==> src/rtl/dadda_mul_pipe.sv <==
// Pipelined NxN Dadda multiplier (S1 partial products, S2 tree, S3 final add) with valid/ready.
// Define DADDA_SIGNED_EN for two's-complement operands via Baugh-Wooley partial products.
module dadda_mul_pipe #(
    parameter int N = 8
) (
    input  logic           clk,
    input  logic           rst_n,
    input  logic           in_valid,
    output logic           in_ready,
    input  logic [N-1:0]   A,
    input  logic [N-1:0]   B,
    output logic           out_valid,
    input  logic           out_ready,
    output logic [2*N-1:0] Mul,
    output logic [1:0]     in_flight
);
    localparam int W    = 2 * N;
    localparam int MAXH = N + 1;
    localparam int NDS  = 10;   // d = 2,3,4,6,9,13,19,28,42,63 covers N up to 32

    function automatic int dseq(input int k);
        int d;
        d = 2;
        for (int i = 0; i < k; i++) d = (d * 3) / 2;
        return d;
    endfunction

    logic                  en;
    logic [3:1]            vld_pipe_q, vld_pipe_d;
    logic [1:0]            inflight_q, inflight_d;
    logic [N-1:0][N-1:0]   pp_q, pp_d;
    logic [W-1:0]          row0_q, row0_d, row1_q, row1_d;
    logic [W-1:0]          mul_q, mul_d;

    assign en        = ~vld_pipe_q[3] | out_ready;
    assign in_ready  = en;
    assign out_valid = vld_pipe_q[3];
    assign Mul       = mul_q;
    assign in_flight = inflight_q;

    assign vld_pipe_d = {vld_pipe_q[2:1], in_valid};
    assign inflight_d = {1'b0, vld_pipe_d[1]} + {1'b0, vld_pipe_d[2]} + {1'b0, vld_pipe_d[3]};

    // S1: pp[i][j] = A[i] & B[j], weight 2^(i+j)
    always_comb begin
        for (int i = 0; i < N; i++) begin
            for (int j = 0; j < N; j++) begin
                pp_d[i][j] = A[i] & B[j];
`ifdef DADDA_SIGNED_EN
                if ((i == N-1) != (j == N-1)) pp_d[i][j] = ~pp_d[i][j];
`endif
            end
        end
    end

    // S2: column heights are static, so every loop below unrolls into a fixed HA/FA network.
    // Bits are packed from LSB upward in each column word; hgt tracks how many are live.
    always_comb begin : dadda_tree
        logic [MAXH-1:0] col  [W];
        logic [MAXH-1:0] ncol [W];
        int              hgt  [W];
        int              nh   [W];
        logic [MAXH-1:0] sh;
        int              d;
        int              idx;
        logic            x, y, z;

        sh  = '0;
        d   = 0;
        idx = 0;
        x   = 1'b0;
        y   = 1'b0;
        z   = 1'b0;
        for (int c = 0; c < W; c++) begin
            col[c]  = '0;
            ncol[c] = '0;
            hgt[c]  = 0;
            nh[c]   = 0;
        end

        for (int i = 0; i < N; i++) begin
            for (int j = 0; j < N; j++) begin
                col[i+j] = col[i+j] | ({{(MAXH-1){1'b0}}, pp_q[i][j]} << hgt[i+j]);
                hgt[i+j] = hgt[i+j] + 1;
            end
        end
`ifdef DADDA_SIGNED_EN
        col[N]   = col[N]   | ({{(MAXH-1){1'b0}}, 1'b1} << hgt[N]);
        hgt[N]   = hgt[N] + 1;
        col[W-1] = col[W-1] | ({{(MAXH-1){1'b0}}, 1'b1} << hgt[W-1]);
        hgt[W-1] = hgt[W-1] + 1;
`endif

        for (int k = NDS - 1; k >= 0; k--) begin
            d = dseq(k);
            for (int c = 0; c < W; c++) begin
                ncol[c] = '0;
                nh[c]   = 0;
            end
            for (int c = 0; c < W; c++) begin
                idx = 0;
                for (int t = 0; t < MAXH; t++) begin
                    if (hgt[c] - idx + nh[c] > d) begin
                        sh = col[c] >> idx;
                        x  = sh[0];
                        y  = sh[1];
                        z  = sh[2];
                        if (hgt[c] - idx + nh[c] == d + 1) begin
                            ncol[c] = ncol[c] | ({{(MAXH-1){1'b0}}, x ^ y} << nh[c]);
                            nh[c]   = nh[c] + 1;
                            if (c < W - 1) begin
                                ncol[c+1] = ncol[c+1] | ({{(MAXH-1){1'b0}}, x & y} << nh[c+1]);
                                nh[c+1]   = nh[c+1] + 1;
                            end
                            idx = idx + 2;
                        end else begin
                            ncol[c] = ncol[c] | ({{(MAXH-1){1'b0}}, x ^ y ^ z} << nh[c]);
                            nh[c]   = nh[c] + 1;
                            if (c < W - 1) begin
                                ncol[c+1] = ncol[c+1] |
                                    ({{(MAXH-1){1'b0}}, (x & y) | (x & z) | (y & z)} << nh[c+1]);
                                nh[c+1]   = nh[c+1] + 1;
                            end
                            idx = idx + 3;
                        end
                    end
                end
                // untouched bits pass straight through to the next level
                sh = col[c] >> idx;
                for (int t = 0; t < MAXH; t++) begin
                    if (t < hgt[c] - idx) begin
                        ncol[c] = ncol[c] | ((sh & {{(MAXH-1){1'b0}}, 1'b1}) << nh[c]);
                        nh[c]   = nh[c] + 1;
                        sh      = sh >> 1;
                    end
                end
            end
            for (int c = 0; c < W; c++) begin
                col[c] = ncol[c];
                hgt[c] = nh[c];
            end
        end

        for (int c = 0; c < W; c++) begin
            row0_d[c] = col[c][0];
            row1_d[c] = col[c][1];
        end
    end

    // S3: carry out of bit W-1 cannot be part of an in-range product
    assign mul_d = row0_q + row1_q;

    always_ff @(posedge clk) begin
        if (!rst_n) begin
            vld_pipe_q <= '0;
            inflight_q <= '0;
            mul_q      <= '0;
        end else if (en) begin
            vld_pipe_q <= vld_pipe_d;
            inflight_q <= inflight_d;
            if (vld_pipe_q[2]) mul_q <= mul_d;
        end
    end

    always_ff @(posedge clk) begin
        if (en) begin
            pp_q   <= pp_d;
            row0_q <= row0_d;
            row1_q <= row1_d;
        end
    end
endmodule

==> config.mk <==
export PLATFORM = sky130hd
export DESIGN_NAME = dadda_mul_pipe
export DESIGN_NICKNAME = d
export VERILOG_FILES = /design/src/rtl/dadda_mul_pipe.sv
export SDC_FILE = /design/constraint.sdc
export NUM_CORES = 1
export LEC_CHECK = 0
export CELL_PAD_IN_SITES_DETAIL_PLACEMENT = 1
export CELL_PAD_IN_SITES_GLOBAL_PLACEMENT = 1
export CORE_MARGIN = 4
export CORE_UTILIZATION = 30
export DETAILED_ROUTE_END_ITERATION = 12
export DONT_BUFFER_PORTS = 1
export PLACE_DENSITY_LB_ADDON = 0.1
export SKIP_CTS_REPAIR_TIMING = 1
export SLEW_MARGIN = 20
export SYNTH_ARGS = -nofsm -noshare
export SYNTH_HDL_FRONTEND = slang
export SYNTH_SLANG_ARGS = --single-unit
==> constraint.sdc <==
create_clock -name clk -period 3.2 [get_ports clk]
set_clock_uncertainty 0.1 [all_clocks]
set_input_delay 0.48 -clock clk [delete_from_list [all_inputs] [get_ports clk]]
set_output_delay 0.48 -clock clk [all_outputs]
set_load 0.005 [all_outputs]
==> results of run 1 <==
power by group:
part	switching (W)	leakage, nW	internal, W
combinational	0.000602	1.17	0.000398
sequential	0.0000814	1.23	0.00184
clock	0.000662	0.296	0.00128
metal layers:
layer / GRT usage / share of wire / vias up
li1: - / - / 1546
met1: 0.1628 / 0.48 / 1620
met2: 0.1854 / 0.45 / 57
met3: 0.04516 / 0.050 / 11
met4: 0.04416 / 0.013 / 0
met5: 0 / 0 / -
sequential cells by signal, indices dropped and copies added, names as in the netlist:
signal	cells
pp_q	63
Mul	16
row0_q	15
row1_q	14
vld_pipe_q	3
in_flight	2
dadda_tree.col	1
cells in the final DEF (no fill, tap or decap), drive strengths merged, types with 3 or more instances in the layout:
cell type,count
nand2,27
fa,37
edfxtp,93
ha,21
nand3,8
nor2,7
clkinv,10
nor3,7
and2,66
clkbuf,18
or3,4
a21oi,18
o21a,5
a31oi,3
dfxtp,21
o211ai,8
bufinv,4
o21ai,9
nor2b,3
inv,70
nand4b,3
per-stage QoR:
step,instances,utilization
finish,706,0.3524
global route,706,0.3524
CTS,706,0.3524
detailed placement,674,0.3205
global placement,674,0.3205
floorplan,446,-
worst max-delay path by stage:
stage / from / end / cells after the start
6_report: pp_q[7]$_DFFE_PN_ / row1_q[7]$_DFFE_PN_ / 6
5_1_grt: pp_q[15]$_DFFE_PN_ / row1_q[8]$_DFFE_PN_ / 8
4_1_cts: pp_q[7]$_DFFE_PN_ / row1_q[7]$_DFFE_PN_ / 6
3_5_place_dp: pp_q[7]$_DFFE_PN_ / row1_q[7]$_DFFE_PN_ / 6
3_3_place_gp: pp_q[15]$_DFFE_PN_ / row1_q[8]$_DFFE_PN_ / 8
2_1_floorplan: out_ready / Mul[12]$_SDFFE_PN0P_ / 6
area by class of cell:
cell class | instances | area, um^2 | share of cell area
inverters | 71 | 269.0 | 0.04080
flip-flops and latches | 114 | 3213 | 0.4874
repair buffers | 2 | 27.53 | 0.004175
clock inverters | 14 | 168.9 | 0.02562
clock buffers | 18 | 429.2 | 0.06510
well taps | 234 | 292.8 | 0.04441
multi-input cells | 253 | 2192 | 0.3325
cells by family after synthesis:
| group | count (synthesis) | share of synthesized area |
|---|---|---|
| DFF | 114 | 0.5630 |
| AOI/OAI and AO/OA | 58 | 0.06885 |
| xor gates and xnor gates | 3 | 0.004605 |
| adders and majority gates | 58 | 0.1758 |
| buffers and inverters | 79 | 0.05284 |
| and+or+nand+nor | 134 | 0.1348 |
worst reg2reg max path: stages, from the launching register on:
cell      delay [ps]
edfxtp_1         390
fa_1             520
fa_1             520
inv_1             50
fa_1             470
inv_1             50
fa_1             440
==> summary.txt, run 1 <==
STA
  • Final min period: 2796 ps
  • Setup ws final: 404.4 ps
  • Fin. max-slew vios: 0
  • Unrepaired setup endpoints after global routing: false
  • # setup viols final: 0
  • Final hold vios: 0
  • Period Utilization, post-route: 0.8736
  • Worst hold slack: 97.07 ps
  • Least-Margin Pin Slew: 668.2 ps
  • Fmax: 357.7 MHz
  • Max_slew headroom: 0.5545
  • TNS Setup: 0 ps

CTS
  • Worst skew pair latency: 410 ps
  • TritonCTS Buffers: 17
  • CTS max path bufs: 2
  • # H-tree levels: 4
  • Clock root buffer: clkbuf_16
  • CTS tree: built
  • Clock slew at reported path FFs: 50 ps
  • Clk sinks: 114

Place
  • I/O Buffers: 0
  • Post-DP HPWL: 8366 um
  • Area post-placement: 5995 um^2
  • RePlAce Congestion: 0.7155
  • Pre-CTS WS: 389.7 ps

Yosys
  • Post-synth EDFFs: 93
  • Synthesized cell area: 5707 um^2
  • Yosys top cell area share: 0.4894
  • Ys flop type: edfxtp_1
  • Area leader, netlist: edfxtp_1
  • Top post-synthesis cells by area: edfxtp_1, fa_1, dfxtp_1
  • Sequential fraction of the synthesis area: 0.5630
  • Synth Register Bits: 114
  • Distinct cells, synth: 48
  • Net count after synthesis: 524
  • Most common cell in the netlist: edfxtp_1
  • Cells after Synth: 446
  • Top post-synthesis cells by count: edfxtp_1, inv_1, and2_1
  • Asr flop ratio synth: 0
  • Yosys warning count: 0
  • Synth Area per Inst: 12.80 um^2

Run
  • Max_cap viols: 0

Critical path
  • Cell mode on critical path: fa_1
  • CP max-delay cell: fa_1
  • Bufs and invs on worst path: 2
  • Reg2reg start: pp_q[7]$_DFFE_PN_
  • Setup crit end kind: flop
  • R2r worst-path depth: 6
  • Startpoint types: flop
  • Flop2flop setup slack: 400 ps
  • Kind of critical path: flop to flop
  • Worst path required time: 3250 ps
  • CP arrival: 2840 ps
  • Critical-path maximum fanout: 1
  • Cell Chain, Critical Path: fa_1 -> fa_1 -> inv_1 -> fa_1 -> inv_1 -> fa_1
  • RR Endpoint: row1_q[7]$_DFFE_PN_
  • Top delay family on crit path: adder cells
  • Max incr delay on CP: 520 ps

GRT
  • Largest net degree at the start of global routing: 99
  • Number of antenna violations at the first check in global routing: 0
  • First-pass GRT wire length: 20090 um
  • Global route overflow: 0
  • Vias in the first global route: 3676
  • Total GRT Usage: 0.1229

Final layout
  • Final instance area: 6593 um^2
  • Diode count: 0
  • Layout cells sized above 1: 0.08263
  • P&R area growth vs syn: 15.52%
  • Nets@finish: 537
  • # fillers: 2003

Detailed routing
  • Drt first pass iters: 4
  • WL/cell: 17.02 um
  • Residual DRC count: 0
  • Total number of vias: 3234
  • Initial DRC count: 219
  • ANT nets after route: 0
  • Vias per std cell: 4.581
  • Final wirelength: 12020 um

Floorplan
  • Die height: 145.9 um
  • Die extent in x: 145.9 um
  • DIE AREA: 21290 um^2
  • IO Pins: 40
  • Row Count: 50
  • Initial Utilization: 0.3051
  • Core footprint: 18710 um^2

Power
  • Pwr/cell area: 738.3 nW/um^2
  • Total chip power: 0.004867 W
  • Pleak: 2.696 nW
  • Max VDD drop: 0.4169 mV

Hold path
  • Worst hold endpoint: vld_pipe_q[3]$_SDFFE_PN0N_
  • Hold path start: rst_n
  • Worst Hold Class: input port to flop
  • Hold path cells: 1

Outcome
  • Outcome: finished, final reports clean
Note: power is estimated with default switching activity, not from simulation.
==> run 2, diff against run 1 <==
--- a/config.mk
+++ b/config.mk
@@ -8,7 +8,7 @@
 export CELL_PAD_IN_SITES_DETAIL_PLACEMENT = 1
 export CELL_PAD_IN_SITES_GLOBAL_PLACEMENT = 1
 export CORE_MARGIN = 4
-export CORE_UTILIZATION = 30
+export CORE_UTILIZATION = 52
 export DETAILED_ROUTE_END_ITERATION = 12
 export DONT_BUFFER_PORTS = 1
 export PLACE_DENSITY_LB_ADDON = 0.1
==> run 2 against run 1 <==
- non-clock buffer count unchanged
- flip-flop and latch count unchanged
- count of clock-buffer cells in the layout increased by 8
- global-route usage increased by 7.9 points
- cell area decreased by 2.7%
- first-iteration DRC count increased by 2.7%
- setup slack got worse by 88 ps
- register-to-register slack got worse by 90 ps
- maximum frequency decreased by 3.0%
- sequential share of layout area increased by 1.4 points
- clock power decreased by 12%
- worst hold slack got worse by 85 ps
- critical path type unchanged
- largest cell class unchanged
==> summary.txt, run 2 (same netlist as run 1, synthesis figures left out) <==
Outcome
  • Outcome: finished, final reports clean

Critical path
  • Startpoint types: flop
  • Top delay family on crit path: adder cells
  • CP max-delay cell: fa_1
  • Kind of critical path: flop to flop
  • Setup crit end kind: flop
  • Critical-path maximum fanout: 1
  • CP arrival: 3030 ps
  • Bufs and invs on worst path: 4
  • Max incr delay on CP: 540 ps
  • Cell Chain, Critical Path: inv_1 -> fa_1 -> inv_1 -> fa_1 -> inv_1 -> fa_1 -> inv_1 -> fa_1
  • Worst path required time: 3350 ps

Final layout
  • FF/Latch Area: 3213 um^2
  • Largest register by flop count: pp_q
  • Layout cells sized above 1: 0.07415
  • Area of the multi-input gates: 2192 um^2
  • P&R area growth vs syn: 12.39%
  • Diode count: 0
  • Most common cell after layout, fill and taps aside: edfxtp_1
  • Post-route insts no fill: 608
  • Commonest cells after routing, fill and taps aside: edfxtp_1, inv_1, and2_1
  • Nets@finish: 537
  • # fillers: 1015
  • Share of the core filled with cells: 0.6103
  • Max reg flops: 63

Place
  • Post-DP HPWL: 7671 um
  • Placed Cells: 575
  • RePlAce Congestion: 0.8036
  • I/O Buffers: 0

Hold path
  • Worst Hold Class: input port to flop

GRT
  • Total GRT Usage: 0.2016
  • Largest net degree at the start of global routing: 99
  • Vias in the first global route: 3677
  • Global route overflow: 0
  • First-pass GRT wire length: 19250 um
  • Number of antenna violations at the first check in global routing: 0

STA
  • TNS Setup: 0 ps
  • Fin. max-slew vios: 0
  • Final min period: 2883 ps
  • Fmax: 346.8 MHz
  • Period Utilization, post-route: 0.9010
  • Unrepaired setup endpoints after global routing: false
  • # setup viols final: 0
  • Final hold vios: 0
  • Max_slew headroom: 0.4058
  • Least-Margin Pin Slew: 889.2 ps

Detailed routing
  • Total number of vias: 3303
  • Final wirelength: 11650 um
  • Drt first pass iters: 4
  • WL/cell: 19.16 um
  • ANT nets after route: 0
  • Vias per std cell: 5.433
  • Initial DRC count: 225
  • Residual DRC count: 0

Floorplan
  • Initial Utilization: 0.5430
  • DIE AREA: 12710 um^2
  • Die height: 112.8 um
  • Row Count: 37
  • IO Pins: 40
  • Core footprint: 10510 um^2
  • Die extent in x: 112.8 um

CTS
  • # H-tree levels: 4
  • Clock slew at reported path FFs: 50 ps
  • Clk sinks: 114
  • CTS max path bufs: 2
  • TritonCTS Buffers: 17
  • Worst skew pair latency: 520 ps
  • CTS tree: built
  • Clock root buffer: clkbuf_8

Power
  • Max VDD drop: 0.3277 mV
  • P_int: 0.003348 W
  • Switching Share: 0.2807
  • Clock network power share: 0.367
  • Pleak: 2.668 nW
  • Combinational share of power: 0.220
  • Pwr/cell area: 725.6 nW/um^2
  • Sw power: 0.001306 W
  • Sequential share of power: 0.414

Run
  • Max_cap viols: 0
==> run 2: changes by cell type in the layout (fill, tap and decap cells not counted) <==
cell           previous run  this run
buf_4                     1         0
bufinv_16                 4         1
clkbuf_1                  1         5
clkbuf_16                17        16
clkbuf_8                  0         5
clkinv_1                  4         3
clkinv_2                  6         4
clkinvlp_4                1         0
dlygate4sd3_1             0         1
inv_4                     1         0
==> run 2: power by group through the flow <==
| stage | Combinational [W] | Clock [W] | Sequential [W] |
|---|---|---|---|
| floorplan | 0.000772 | 0 | 0.00193 |
| global placement | 0.000946 | 0 | 0.00194 |
| detailed placement | 0.00100 | 0 | 0.00195 |
| CTS | 0.00104 | 0.00174 | 0.00193 |
| global route | 0.00119 | 0.00183 | 0.00194 |
| finish | 0.00102 | 0.00171 | 0.00192 |
==> run 2: path summary, 6_finish.rpt <==
| path | from | to | slack [ps] | cells past startpoint |
|---|---|---|---|---|
| min reg2reg | pp_q[63]$_DFFE_PN_ | row1_q[14]$_DFFE_PN_ | 320 | 0 |
| min | in_valid | vld_pipe_q[1]$_SDFFE_PN0N_ | 10 | 2 |
| max | pp_q[15]$_DFFE_PN_ | row1_q[8]$_DFFE_PN_ | 320 | 8 |
| max reg2reg | pp_q[15]$_DFFE_PN_ | row1_q[8]$_DFFE_PN_ | 320 | 8 |
==> run 2: layout make-up <==
cell class | instances | area share
clock buffers | 26 | 0.07608
clock inverters | 6 | 0.008194
inverters | 71 | 0.04175
multi-input cells | 253 | 0.3418
flip-flops and latches | 114 | 0.5010
well taps | 136 | 0.02653
repair buffers | 2 | 0.004682
==> run 2: metal layers <==
layer / global-route usage / wire length (um) / vias up
met3: 0.07219 / 693 / 27
met1: 0.2460 / 4861 / 1634
met5: 0 / 0 / -
met4: 0.08654 / 265 / 0
li1: - / - / 1553
met2: 0.3254 / 5828 / 89
==> run 2: through the flow <==
stage | hold WS, ps | power (W) | setup WS, ps | cell area, um^2
floorplan | 300.3 | 0.002700 | 290.3 | 5707
global placement | 304.6 | 0.002890 | 437.2 | 5863
detailed placement | 305.6 | 0.002958 | 392.5 | 5863
CTS | -36.13 | 0.004704 | 293.6 | 6404
global route | 0.7654 | 0.004961 | 200.4 | 6414
finish | 12.02 | 0.004654 | 316.8 | 6414
==> run 3, diff against run 2 <==
--- a/config.mk
+++ b/config.mk
@@ -5,7 +5,8 @@
 export SDC_FILE = /design/constraint.sdc
 export NUM_CORES = 1
 export LEC_CHECK = 0
-export CELL_PAD_IN_SITES_DETAIL_PLACEMENT = 1
+export ABC_CLOCK_PERIOD_IN_PS = 3200
+export CELL_PAD_IN_SITES_DETAIL_PLACEMENT = 0
 export CELL_PAD_IN_SITES_GLOBAL_PLACEMENT = 1
 export CORE_MARGIN = 4
 export CORE_UTILIZATION = 52
@@ -13,7 +14,7 @@
 export DONT_BUFFER_PORTS = 1
 export PLACE_DENSITY_LB_ADDON = 0.1
 export SKIP_CTS_REPAIR_TIMING = 1
-export SLEW_MARGIN = 20
+export SLEW_MARGIN = 0
 export SYNTH_ARGS = -nofsm -noshare
 export SYNTH_HDL_FRONTEND = slang
 export SYNTH_SLANG_ARGS = --single-unit
==> run 3 against run 2 <==
- flip-flop and latch count is the same
- sequential share of layout area grew 0.24 points
- setup slack gained 100 ps
- combinational power shrank 5%
- total power shrank 3.5%
- utilization shrank 0.29 points
- worst hold slack lost 5.0 ps
- register-to-register slack gained 100 ps
- critical path type unchanged
==> summary.txt, run 3 (same netlist as run 1, synthesis figures left out) <==
Outcome
  • Outcome: finished, final reports clean

Floorplan
  • Die height: 112.8 um
  • DIE AREA: 12710 um^2
  • Core footprint: 10510 um^2
  • Initial Utilization: 0.5430
  • Die extent in x: 112.8 um
  • IO Pins: 40
  • Row Count: 37

Place
  • Area post-placement: 5863 um^2
  • Post-DP HPWL: 6663 um
  • I/O Buffers: 0
  • Pre-CTS WS: 420.0 ps
  • RePlAce Congestion: 0.8036
  • Placed Cells: 575

CTS
  • CTS max path bufs: 2
  • CTS tree: built
  • TritonCTS Buffers: 17
  • Clock slew at reported path FFs: 50 ps
  • # H-tree levels: 4
  • Clk sinks: 114
  • Worst skew pair latency: 520 ps
  • Clock root buffer: clkbuf_8

Run
  • Max_cap viols: 0

STA
  • # setup viols final: 0
  • TNS Setup: 0 ps
  • Final hold vios: 0
  • Final min period: 2781 ps
  • Fin. max-slew vios: 0
  • Least-Margin Pin Slew: 879.4 ps
  • Setup ws final: 419.3 ps
  • Unrepaired setup endpoints after global routing: false
  • Max_slew headroom: 0.4123
  • Fmax: 359.6 MHz
  • Period Utilization, post-route: 0.8690

Final layout
  • Nets@finish: 538
  • Most common cell after layout, fill and taps aside: edfxtp_1
  • Post-route insts no fill: 609
  • Max reg flops: 63
  • Diode count: 0
  • # fillers: 799
  • Layout cells sized above 1: 0.06554
  • Largest register by flop count: pp_q
  • Commonest cells after routing, fill and taps aside: edfxtp_1, inv_1, and2_1
  • P&R area growth vs syn: 11.86%
  • Final instance area: 6384 um^2

Critical path
  • R2r worst-path depth: 6
  • Startpoint types: flop
  • CP arrival: 2930 ps
  • Setup crit end kind: flop
  • Kind of critical path: flop to flop
  • Critical-path maximum fanout: 1
  • Flop2flop setup slack: 420 ps
  • Worst path required time: 3350 ps

GRT
  • Largest net degree at the start of global routing: 99
  • Global route overflow: 0
  • First-pass GRT wire length: 16500 um
  • Total GRT Usage: 0.1709
  • Number of antenna violations at the first check in global routing: 0
  • Vias in the first global route: 3317

Detailed routing
  • Drt first pass iters: 4
  • Total number of vias: 3149
  • Vias per std cell: 5.171
  • Residual DRC count: 0
  • Final wirelength: 9785 um
  • Initial DRC count: 218
  • WL/cell: 16.07 um
  • ANT nets after route: 0

Power
  • Pwr/cell area: 703.4 nW/um^2
  • Pleak: 2.649 nW
  • Total chip power: 0.004490 W
  • Max VDD drop: 0.3623 mV

Hold path
  • Hold path cells: 2
  • Worst Hold Class: input port to flop
run 3: cell count changes in the layout (fill, tap and decap cells not counted), sizes merged:
| cell | before | now |
|---|---|---|
| clkinv | 7 | 11 |
| dlygate4sd3 | 1 | 2 |
| clkbuf | 26 | 22 |
run 3: critical path, cell delays in order (launching register included):
cell and delay [ps]:
edfxtp_1 400, fa_1 510, fa_1 510, inv_1 50, fa_1 470, inv_1 50
fa_1 430
run 3: routing by layer:
layer	part of all wire	vias to the layer above	global-route usage	wire, um
li1	-	1557	-	-
met3	0.057	17	0.06043	560
met1	0.46	1495	0.2285	4484
met5	0	-	0	0
met2	0.46	80	0.2516	4545
met4	0.020	0	0.07933	194
run 3: layout make-up:
type,instances,area (um^2),share of cell area
sequential,114,3213,0.5033
multi-input combinational,253,2192,0.3434
clock buffer,22,432.9,0.06782
inverter,71,267.8,0.04194
tap,136,170.2,0.02666
clock inverter,10,67.56,0.01058
timing repair buffer,3,40.04,0.006272
run 3: worst paths after layout:
path	from	end
min reg2reg	pp_q[63]$_DFFE_PN_	row1_q[14]$_DFFE_PN_
max	pp_q[7]$_DFFE_PN_	row1_q[7]$_DFFE_PN_
max reg2reg	pp_q[7]$_DFFE_PN_	row1_q[7]$_DFFE_PN_
min	rst_n	Mul[8]$_SDFFE_PN0P_
run 3: report_power, final:
group / total, W / internal [W] / switching [W]
sequential: 0.00192 / 0.00184 / 0.0000778
combinational: 0.000966 / 0.000393 / 0.000573
clock: 0.00160 / 0.00100 / 0.000600
run 3: per-stage QoR:
| step | hold WS (ps) | utilization |
|---|---|---|
| final | 7.016 | 0.6075 |
| after detailed placement | 308.9 | 0.5579 |
| after global placement | 304.6 | 0.5579 |
| after global routing | 6.896 | 0.6075 |
| after CTS | -31.87 | 0.6055 |
| after floorplan | 300.3 | - |
